<file path="src/rtl/outlier_pkg.sv">
// Shared widths and the pipeline stage record for the time-multiplexed outlier engine.
// The record widths follow the package defaults (N_CH_P channels, DW_P-bit samples).
package outlier_pkg;

  localparam int unsigned N_CH_P = 4;
  localparam int unsigned DW_P   = 10;
  localparam int unsigned CW     = (N_CH_P > 1) ? $clog2(N_CH_P) : 1;
  localparam int unsigned MW     = DW_P + 2;   // signed mean / deviation width
  localparam int unsigned D2W    = 2 * MW;     // squared deviation / variance width
  localparam int unsigned TW     = D2W + 4;    // threshold width (var * K2)
  localparam int unsigned CNTW   = 8;          // warm-up counter width, WARMUP <= 255

  // One in-flight sample: channel, deviation and the channel state read at accept.
  typedef struct packed {
    logic                 v;
    logic [CW-1:0]        ch;
    logic signed [MW-1:0] d;
    logic signed [MW-1:0] mean;
    logic [D2W-1:0]       vr;
    logic [CNTW-1:0]      cnt;
  } stage_t;

endpackage

</file>
<file path="src/rtl/outlier_irq_gen.sv">
// Sticky per-channel status register and rate-limited interrupt pulse.
// Ports: evt_c      - outlier result that becomes visible on o_valid next cycle
//        res_*      - registered result (o_valid/o_ch/o_outlier) used to set status
//        status_clr - write-1-to-clear, loses to a simultaneous set
//        status/irq - registered outputs
module outlier_irq_gen
  import outlier_pkg::*;
#(
  parameter int unsigned N_CH    = N_CH_P,
  parameter int unsigned HOLDOFF = 8
) (
  input  logic            clk,
  input  logic            rst_n,
  input  logic            evt_c,
  input  logic            res_valid,
  input  logic [CW-1:0]   res_ch,
  input  logic            res_outlier,
  input  logic [N_CH-1:0] status_clr,
  output logic [N_CH-1:0] status,
  output logic            irq
);

  localparam int unsigned HW = (HOLDOFF > 0) ? $clog2(HOLDOFF + 1) : 1;

  logic [HW-1:0]   hold_q, hold_d;
  logic            irq_q, irq_d;
  logic [N_CH-1:0] status_q, status_d;
  logic [N_CH-1:0] set_c;

  // irq fires only from a quiet holdoff; every outlier re-arms the quiet window.
  always_comb begin
    irq_d  = evt_c && (hold_q == '0);
    hold_d = hold_q;
    if (evt_c) begin
      hold_d = HW'(HOLDOFF);
    end else if (hold_q != '0) begin
      hold_d = hold_q - HW'(1);
    end
    set_c = '0;
    if (res_valid && res_outlier) begin
      set_c[res_ch] = 1'b1;
    end
    status_d = (status_q & ~status_clr) | set_c;
  end

  always_ff @(posedge clk or negedge rst_n) begin
    if (!rst_n) begin
      hold_q   <= '0;
      irq_q    <= 1'b0;
      status_q <= '0;
    end else begin
      hold_q   <= hold_d;
      irq_q    <= irq_d;
      status_q <= status_d;
    end
  end

  assign status = status_q;
  assign irq    = irq_q;

endmodule

</file>
<file path="src/rtl/outlier_engine_tdm.sv">
// Time-multiplexed EMA outlier detector: one 3-stage datapath shared by N_CH channels.
// Ports: s_valid/s_ready/s_ch/s_data - tagged sample input (s_ready is combinational on s_ch)
//        o_valid/o_ch/o_outlier/o_dev2 - registered result, three cycles after accept
//        status/status_clr/irq         - sticky flags and rate-limited interrupt
module outlier_engine_tdm
  import outlier_pkg::*;
#(
  parameter int unsigned N_CH    = N_CH_P,
  parameter int unsigned DW      = DW_P,
  parameter int unsigned MSHIFT  = 4,
  parameter int unsigned VSHIFT  = 4,
  parameter int unsigned K2      = 9,
  parameter int unsigned WARMUP  = 16,
  parameter int unsigned HOLDOFF = 8
) (
  input  logic                clk,
  input  logic                rst_n,
  input  logic                s_valid,
  output logic                s_ready,
  input  logic [CW-1:0]       s_ch,
  input  logic [DW-1:0]       s_data,
  output logic                o_valid,
  output logic [CW-1:0]       o_ch,
  output logic                o_outlier,
  output logic [2*(DW+2)-1:0] o_dev2,
  output logic [N_CH-1:0]     status,
  input  logic [N_CH-1:0]     status_clr,
  output logic                irq
);

  stage_t               p1_q, p1_d, p2_q, p2_d;
  logic [D2W-1:0]       p2_d2_q, p2_d2_d;
  logic signed [MW-1:0] mean_q [N_CH];
  logic signed [MW-1:0] mean_d [N_CH];
  logic [D2W-1:0]       var_q  [N_CH];
  logic [D2W-1:0]       var_d  [N_CH];
  logic [CNTW-1:0]      cnt_q  [N_CH];
  logic [CNTW-1:0]      cnt_d  [N_CH];
  logic                 o_valid_q, o_valid_d, o_outlier_q, o_outlier_d;
  logic [CW-1:0]        o_ch_q, o_ch_d;
  logic [D2W-1:0]       o_dev2_q, o_dev2_d;

  logic                  accept_c;
  logic signed [MW-1:0]  samp_c;
  logic signed [D2W-1:0] sq_c;
  logic [TW-1:0]         thr_c;
  logic                  outlier_c;
  logic signed [MW-1:0]  mean_new_c;
  logic signed [D2W:0]   vdiff_c, vsum_c;
  logic [D2W-1:0]        var_new_c;
  logic [CNTW-1:0]       cnt_new_c;

  // No forwarding: a channel stalls while its previous sample sits in P1 or P2.
  always_comb begin
    s_ready  = !(p1_q.v && (p1_q.ch == s_ch)) && !(p2_q.v && (p2_q.ch == s_ch));
    accept_c = s_valid && s_ready;
  end

  // Accept: read channel state, compute deviation; the first sample seeds the mean.
  always_comb begin
    samp_c    = $signed(MW'(s_data));
    p1_d      = '0;
    p1_d.v    = accept_c;
    p1_d.ch   = s_ch;
    p1_d.vr   = var_q[s_ch];
    p1_d.cnt  = cnt_q[s_ch];
    if (cnt_q[s_ch] == '0) begin
      p1_d.mean = samp_c;
      p1_d.d    = '0;
    end else begin
      p1_d.mean = mean_q[s_ch];
      p1_d.d    = samp_c - mean_q[s_ch];
    end
  end

  // P1: square the deviation.
  always_comb begin
    sq_c    = D2W'($signed(p1_q.d)) * D2W'($signed(p1_q.d));
    p2_d    = p1_q;
    p2_d2_d = $unsigned(sq_c);
  end

  // P2: threshold test against pre-update state, then EMA update.
  always_comb begin
    thr_c      = TW'(p2_q.vr) * TW'(K2);
    outlier_c  = p2_q.v && (p2_q.cnt >= CNTW'(WARMUP)) && (TW'(p2_d2_q) > thr_c);
    mean_new_c = $signed(p2_q.mean) + ($signed(p2_q.d) >>> MSHIFT);
    vdiff_c    = $signed({1'b0, p2_d2_q}) - $signed({1'b0, p2_q.vr});
    vsum_c     = $signed({1'b0, p2_q.vr}) + (vdiff_c >>> VSHIFT);
    var_new_c  = vsum_c[D2W] ? '0 : vsum_c[D2W-1:0];
    cnt_new_c  = (p2_q.cnt >= CNTW'(WARMUP)) ? CNTW'(WARMUP) : p2_q.cnt + CNTW'(1);
  end

  // Register-file write-back and result registers.
  always_comb begin
    mean_d = mean_q;
    var_d  = var_q;
    cnt_d  = cnt_q;
    if (p2_q.v) begin
      mean_d[p2_q.ch] = mean_new_c;
      var_d[p2_q.ch]  = var_new_c;
      cnt_d[p2_q.ch]  = cnt_new_c;
    end
    o_valid_d   = p2_q.v;
    o_outlier_d = outlier_c;
    o_ch_d      = o_ch_q;
    o_dev2_d    = o_dev2_q;
    if (p2_q.v) begin
      o_ch_d   = p2_q.ch;
      o_dev2_d = p2_d2_q;
    end
  end

  always_ff @(posedge clk or negedge rst_n) begin
    if (!rst_n) begin
      p1_q        <= '0;
      p2_q        <= '0;
      p2_d2_q     <= '0;
      o_valid_q   <= 1'b0;
      o_outlier_q <= 1'b0;
      o_ch_q      <= '0;
      o_dev2_q    <= '0;
      for (int i = 0; i < int'(N_CH); i++) begin
        mean_q[i] <= '0;
        var_q[i]  <= '0;
        cnt_q[i]  <= '0;
      end
    end else begin
      p1_q        <= p1_d;
      p2_q        <= p2_d;
      p2_d2_q     <= p2_d2_d;
      o_valid_q   <= o_valid_d;
      o_outlier_q <= o_outlier_d;
      o_ch_q      <= o_ch_d;
      o_dev2_q    <= o_dev2_d;
      mean_q      <= mean_d;
      var_q       <= var_d;
      cnt_q       <= cnt_d;
    end
  end

  assign o_valid   = o_valid_q;
  assign o_ch      = o_ch_q;
  assign o_outlier = o_outlier_q;
  assign o_dev2    = o_dev2_q;

  // irq is computed from the P2 decision so it lines up with o_valid.
  outlier_irq_gen #(
    .N_CH    (N_CH),
    .HOLDOFF (HOLDOFF)
  ) u_irq (
    .clk         (clk),
    .rst_n       (rst_n),
    .evt_c       (outlier_c),
    .res_valid   (o_valid_q),
    .res_ch      (o_ch_q),
    .res_outlier (o_outlier_q),
    .status_clr  (status_clr),
    .status      (status),
    .irq         (irq)
  );

endmodule

</file>
<file path="config.mk">
export PLATFORM = sky130hd
export DESIGN_NAME = outlier_engine_tdm
export DESIGN_NICKNAME = d
export VERILOG_FILES = /design/src/rtl/outlier_pkg.sv /design/src/rtl/outlier_irq_gen.sv /design/src/rtl/outlier_engine_tdm.sv
export SDC_FILE = /design/constraint.sdc
export NUM_CORES = 1
export LEC_CHECK = 0
export CAP_MARGIN = 5
export CORE_MARGIN = 4
export CORE_UTILIZATION = 60
export CTS_CLUSTER_SIZE = 8
export DETAILED_ROUTE_END_ITERATION = 10
export DONT_BUFFER_PORTS = 1
export PLACE_DENSITY = 0.76
export SLEW_MARGIN = 20
export SYNTH_ARGS = -nofsm -noshare
export SYNTH_HDL_FRONTEND = slang
export SYNTH_HIERARCHICAL = 1
export SYNTH_SLANG_ARGS = --single-unit
</file>
<file path="constraint.sdc">
create_clock -name clk -period 7.6 [get_ports clk]
set_clock_uncertainty 0.15 [all_clocks]
set_input_delay 1.52 -clock clk [delete_from_list [all_inputs] [get_ports clk]]
set_output_delay 1.52 -clock clk [all_outputs]
set_load 0.005 [all_outputs]
</file>
Word level (Yosys, flattened, before mapping)
Index checks and enable logic that the tools add are counted.

Add/subtract/negate cells: 6. Multipliers: 2. Order comparisons: 7. Equality and inequality tests: 2. Mux-type cells: 26. Bitwise gates (word level): 5. Reduce and logical (&&, ||, !) cells: 16.

Operators with widths (count): 24-bit 2-to-1 mux (5); 96-bit bitwise mux (1); 24-bit binary-select mux with 2-bit select (1); 48-bit bitwise mux (1); 24-bit demux with 2-bit select (1); 12-bit 2-to-1 mux (3); 32-bit bitwise mux (1); 8-bit 2-to-1 mux (4); 24-bit by 28-bit > comparator with 1-bit output (1); 24-bit by 4-bit multiplier with 28-bit output (second input constant) (1); 25-bit by 21-bit adder with 25-bit output (1); 24-bit by 24-bit subtractor with 25-bit output (1); 12-bit binary-select mux with 2-bit select (1); 12-bit demux with 2-bit select (1); 12-bit by 12-bit multiplier with 24-bit output (1); 8-bit binary-select mux with 2-bit select (1); 8-bit demux with 2-bit select (1); 12-bit by 8-bit adder with 12-bit output (1); 4-bit 2-to-1 mux (3); 11-bit by 12-bit subtractor with 12-bit output (1); 1-bit logical AND (10); 8-bit by 1-bit adder with 8-bit output (second input constant) (1); 8-bit by 5-bit >= comparator with 1-bit output (second input constant) (1); 8-bit logical NOT (1); 16 further kinds (20).

Register bits after elaboration: 355. Input bits: 19. Output and inout port bits: 34. Logic and storage cells: 96.

Logic depth before layout (Yosys ltp)
Word-level depth: 6. Mapped depth: 23. Mapped depth without buffers: 22.

By module
The synthesis kept the hierarchy.

By module, submodules not included: outlier_engine_tdm (instances 1, cells an instance 2033, area an instance 21813.4 um^2, sequential area each 8508.2 um^2); outlier_irq_gen (instances 1, cells an instance 38, area an instance 409.1 um^2, sequential area each 225.2 um^2).

Least setup slack after synthesis
No wires, ideal clock.

Path type: reg2reg. From: reg p1_q[55] (netlist name). To: reg p2_d2_q[23]. Setup time: 80 ps. Arrival time: 5478 ps. Data required time: 7370 ps. Setup slack: 1892 ps. Stages on the path, launching flop included: 21. Path buffers: 1. Period minus slack after synthesis: 5708 ps. Cell sequence: dfrtp_1 > inv_1 > clkbuf_1 > nor2_1 > fa_1 > inv_1 > fa_1 > inv_1 > fa_1 > fa_1 > inv_1 > fa_1 > inv_1 > ha_1 > a21o_1 > a21oi_1 > o21ai_0 > a211o_1 > a31o_2 > a21oi_1 > xnor2_1.

Word-level cells in the longest chain between the ends: 1.

Ends and longest elaborated chain: start: declaration (RTL line outlier_engine_tdm.sv:31) `stage_t p1_q, p1_d, p2_q, p2_d;`; start signal: assignment (RTL line outlier_engine_tdm.sv:129) `p1_q <= p1_d;`; 12-bit by 12-bit multiplier with 24-bit output (RTL line outlier_engine_tdm.sv:78) `sq_c = D2W'($signed(p1_q.d)) * D2W'($signed(p1_q.d));`; net p2_d2_d[23] (RTL line outlier_engine_tdm.sv:32) `logic [D2W-1:0] p2_d2_q, p2_d2_d;`; end signal: assignment (RTL line outlier_engine_tdm.sv:131) `p2_d2_q <= p2_d2_d;`; end: declaration (RTL line outlier_engine_tdm.sv:32).

The timed path passes the listed nets, and every way through them passes these cells. A chain may end at the register's enable or synchronous reset.

Final worst setup path
Ends and elaborated chain as after synthesis.

==> summary.md <==
| Metric | Value |
|---|---|
| RSZ-0062 raised after global routing | `no` |
| Final Hold Vio Count | `0` |
| Area of the core | `36600 sq um` |
| Die area | `40200 sq um` |
| Initial antenna violation count | `0` |
| Final Wtd Congestion | `0.897` |
| Area Overhead vs Synth | `7.62%` |
| Max Root-Sink Buffers | `3` |
| FP Rows | `70` |
| TritonCTS sink count | `349` |
| Primary FF master, synth | `dfrtp_1` |
| Layout Nets | `2401` |
| Number of diodes | `0` |
| Largest net degree at the start of global routing | `350` |
| Reg-to-reg slack, setup | `1.44 ns` |
| DP HPWL | `33.9 mm` |
| Global-route usage over all layers | `23.7%` |
| DR pass1 iterations | `6` |
| Clk root buf | `clkbuf_16` |
| Critical Path Fanout Max | `14` |
| Io pins | `53` |
| Antenna viol nets, final | `0` |
| Required time worst endpoint | `7.93 ns` |
| Detailed-route via count | `15000` |
| Clock latency on the worst-skew pair | `0.57 ns` |
| Postcts setup bufs | `0` |
| H-Tree Depth | `2` |
| Hold slack | `0.194 ns` |
| Fmax | `162 MHz` |
| Remaining Overflow, GRT | `0` |
| Vias in the first global route | `15700` |
| Critical Path AT | `6.49 ns` |
| Post-Syn Area per Cell | `10.7 sq um` |
| Mapped Area | `22200 sq um` |
| Slew headroom | `34.7%` |
| TritonCTS buffer count | `50` |
| Hold path start | `p1_q[23]$_DFF_PN0_` |
| Final Instance Area | `23900 sq um` |
| Crit path launch type | `flip-flop` |
| R2R depth | `19` |
| Post-synthesis cell type count | `75` |
| Crit share post-route | `81.0%` |
| CTS tree | `yes` |
| Post-synthesis net count | `2408` |
| Setup crit end kind | `flip-flop` |
| Slew @ Worst Pin | `0.979 ns` |
| First-pass GRT wire length | `78.6 mm` |
| Min-delay worst type | `flip-flop to flip-flop` |
| Initial DRC Count | `943` |
| Worst Hold End | `p2_q[23]$_DFF_PN0_` |
| Reg2Reg Launch Point | `p1_q[55]$_DFF_PN0_` |
| Drt wl/cell | `18.7 um` |
| Fin util | `65.3%` |
| Sequential share of the synthesized area | `39.3%` |
| WL final | `47.3 mm` |
| Reg2Reg Capture Point | `p2_d2_q[23]$_DFF_PN0_` |
| Post-synth top area share | `39.3%` |
| Post-route DRC | `0` |
| Synthesis-stage register bit count | `349` |
| Post-CTS Hold Fix Bufs | `0` |
| Hold Crit Depth | `0` |
| Dominant cells by area after synthesis | `dfrtp_1 39%, fa_1 12%, ha_1 11%` |
| Share of flip-flops with an asynchronous set or reset | `100%` |
| Finish-stage setup viols | `0` |
| Max-Cap Viols | `0` |
| Chip Height | `200 um` |
| EDFF count, synth | `0` |
| Port buffer count | `0` |
| Synthesized instance count | `2071` |
| Register clock-pin slew on the reported worst setup and hold paths | `0.05 ns` |
| DR vias/cell | `5.93` |
| Setup TNS | `0 ns` |
| Die Wd | `200 um` |
| # resized after CTS | `0` |
| Status | `complete, no violations` |
| Layout cells sized above 1 | `7.78%` |
| Placed Area | `22600 sq um` |
| Fillers | `2762` |
| Tmin final | `6.16 ns` |
| Max Slew Vio Count | `0` |
| Initial Util | `60.7%` |
| Post-synth top area cell | `dfrtp_1` |
| Critical path class | `flip-flop to flip-flop` |
| Yosys warns | `6` |
[how the worst max path moves through the flow]
stage / startpoint / end / cells after the start
2_1_floorplan: p1_q[55]$_DFF_PN0_ / p2_d2_q[23]$_DFF_PN0_ / 20
3_3_place_gp: p1_q[55]$_DFF_PN0_ / p2_d2_q[23]$_DFF_PN0_ / 19
3_5_place_dp: p1_q[55]$_DFF_PN0_ / p2_d2_q[23]$_DFF_PN0_ / 19
4_1_cts: p1_q[55]$_DFF_PN0_ / p2_d2_q[23]$_DFF_PN0_ / 19
5_1_grt: p1_q[55]$_DFF_PN0_ / p2_d2_q[23]$_DFF_PN0_ / 19
6_report: p1_q[55]$_DFF_PN0_ / p2_d2_q[23]$_DFF_PN0_ / 19
[Yosys cell counts (31+ instances only)]
library cell  count
nand2_1         200
o21ai_0         147
xor2_1           31
mux4_2           44
ha_1            189
clkbuf_1         54
xnor2_1          68
a21o_1           40
and2_1           64
dfrtp_1         349
a21oi_1          73
fa_1            129
inv_1           261
nor2_1           95
a22o_1           64
[stage by stage]
step / instances / worst slack (ns)
final: 2537 / 1.44
after global routing: 2537 / 1.06
after CTS: 2535 / 1.48
after detailed placement: 2478 / 1.50
after global placement: 2478 / 1.58
after floorplan: 2071 / 1.89
[layer usage]
metal,vias up,track usage [%],wire length [um]
li1,6937,-,-
met1,7636,32.7,20700
met2,376,39.3,23000
met3,95,4.23,2460
met4,0,6.29,1200
met5,-,0,0
[cells in the final DEF, fill, tap and decap left out, types with 14 or more instances in the layout]
cell and instances:
dfrtp_1 349, inv_1 261, nand2_1 200, ha_1 189, o21ai_0 147, fa_1 129
nor2_1 95, a21oi_1 73, xnor2_1 68, and2_1 64, a22o_1 64, clkbuf_16 50
mux4_2 44, a21o_1 40, xor2_1 31, mux2_2 25, nor2b_1 18, nand3_1 17
nor3_1 16, nand2b_1 14
[flip-flops by register name (all words and copies together) (netlist names), 2 cells and up]
register      count
o_dev2           23
u_irq/status      4
o_ch              2
cnt_q            32
p2_d2_q          23
u_irq/hold_q      4
p2_q             54
mean_q           48
var_q            96
p1_q             59
[cells by family after synthesis]
kind of cell | Yosys count | share of synthesized area (%)
AOI/OAI and AO/OA | 417 | 12.3
xor gates and xnor gates | 101 | 4.10
adders and majority gates | 318 | 22.3
buffers and inverters | 327 | 5.70
DFF | 349 | 39.3
muxes | 71 | 5.82
other | 1 | 0.0169
and+or+nand+nor | 487 | 10.5
[critical path, stage by stage (launching register included)]
cell	delay, ns
dfrtp_1	0.54
inv_1	0.42
nor2_1	0.18
fa_1	0.75
inv_1	0.11
fa_1	0.54
inv_1	0.05
fa_1	0.46
fa_1	0.55
inv_1	0.05
fa_1	0.53
inv_1	0.04
ha_1	0.33
a21o_1	0.17
a21oi_1	0.19
o21ai_0	0.14
a211o_1	0.32
a31o_2	0.24
a21oi_1	0.17
xnor2_1	0.13
[area by class of cell]
cell class                 instances  area [sq um]  area share, %
timing repair buffer               7          63.8          0.267
tap                              468           586           2.45
inverter                         261           980           4.10
clock inverter                     5          61.3          0.256
clock buffer                      52          1260           5.26
sequential                       349          8730           36.5
multi-input combinational       1395         12200           51.2
Power is left out: the tool's default activity adds up to more than one toggle a clock period on the data nets, which glitch-free logic cannot reach.
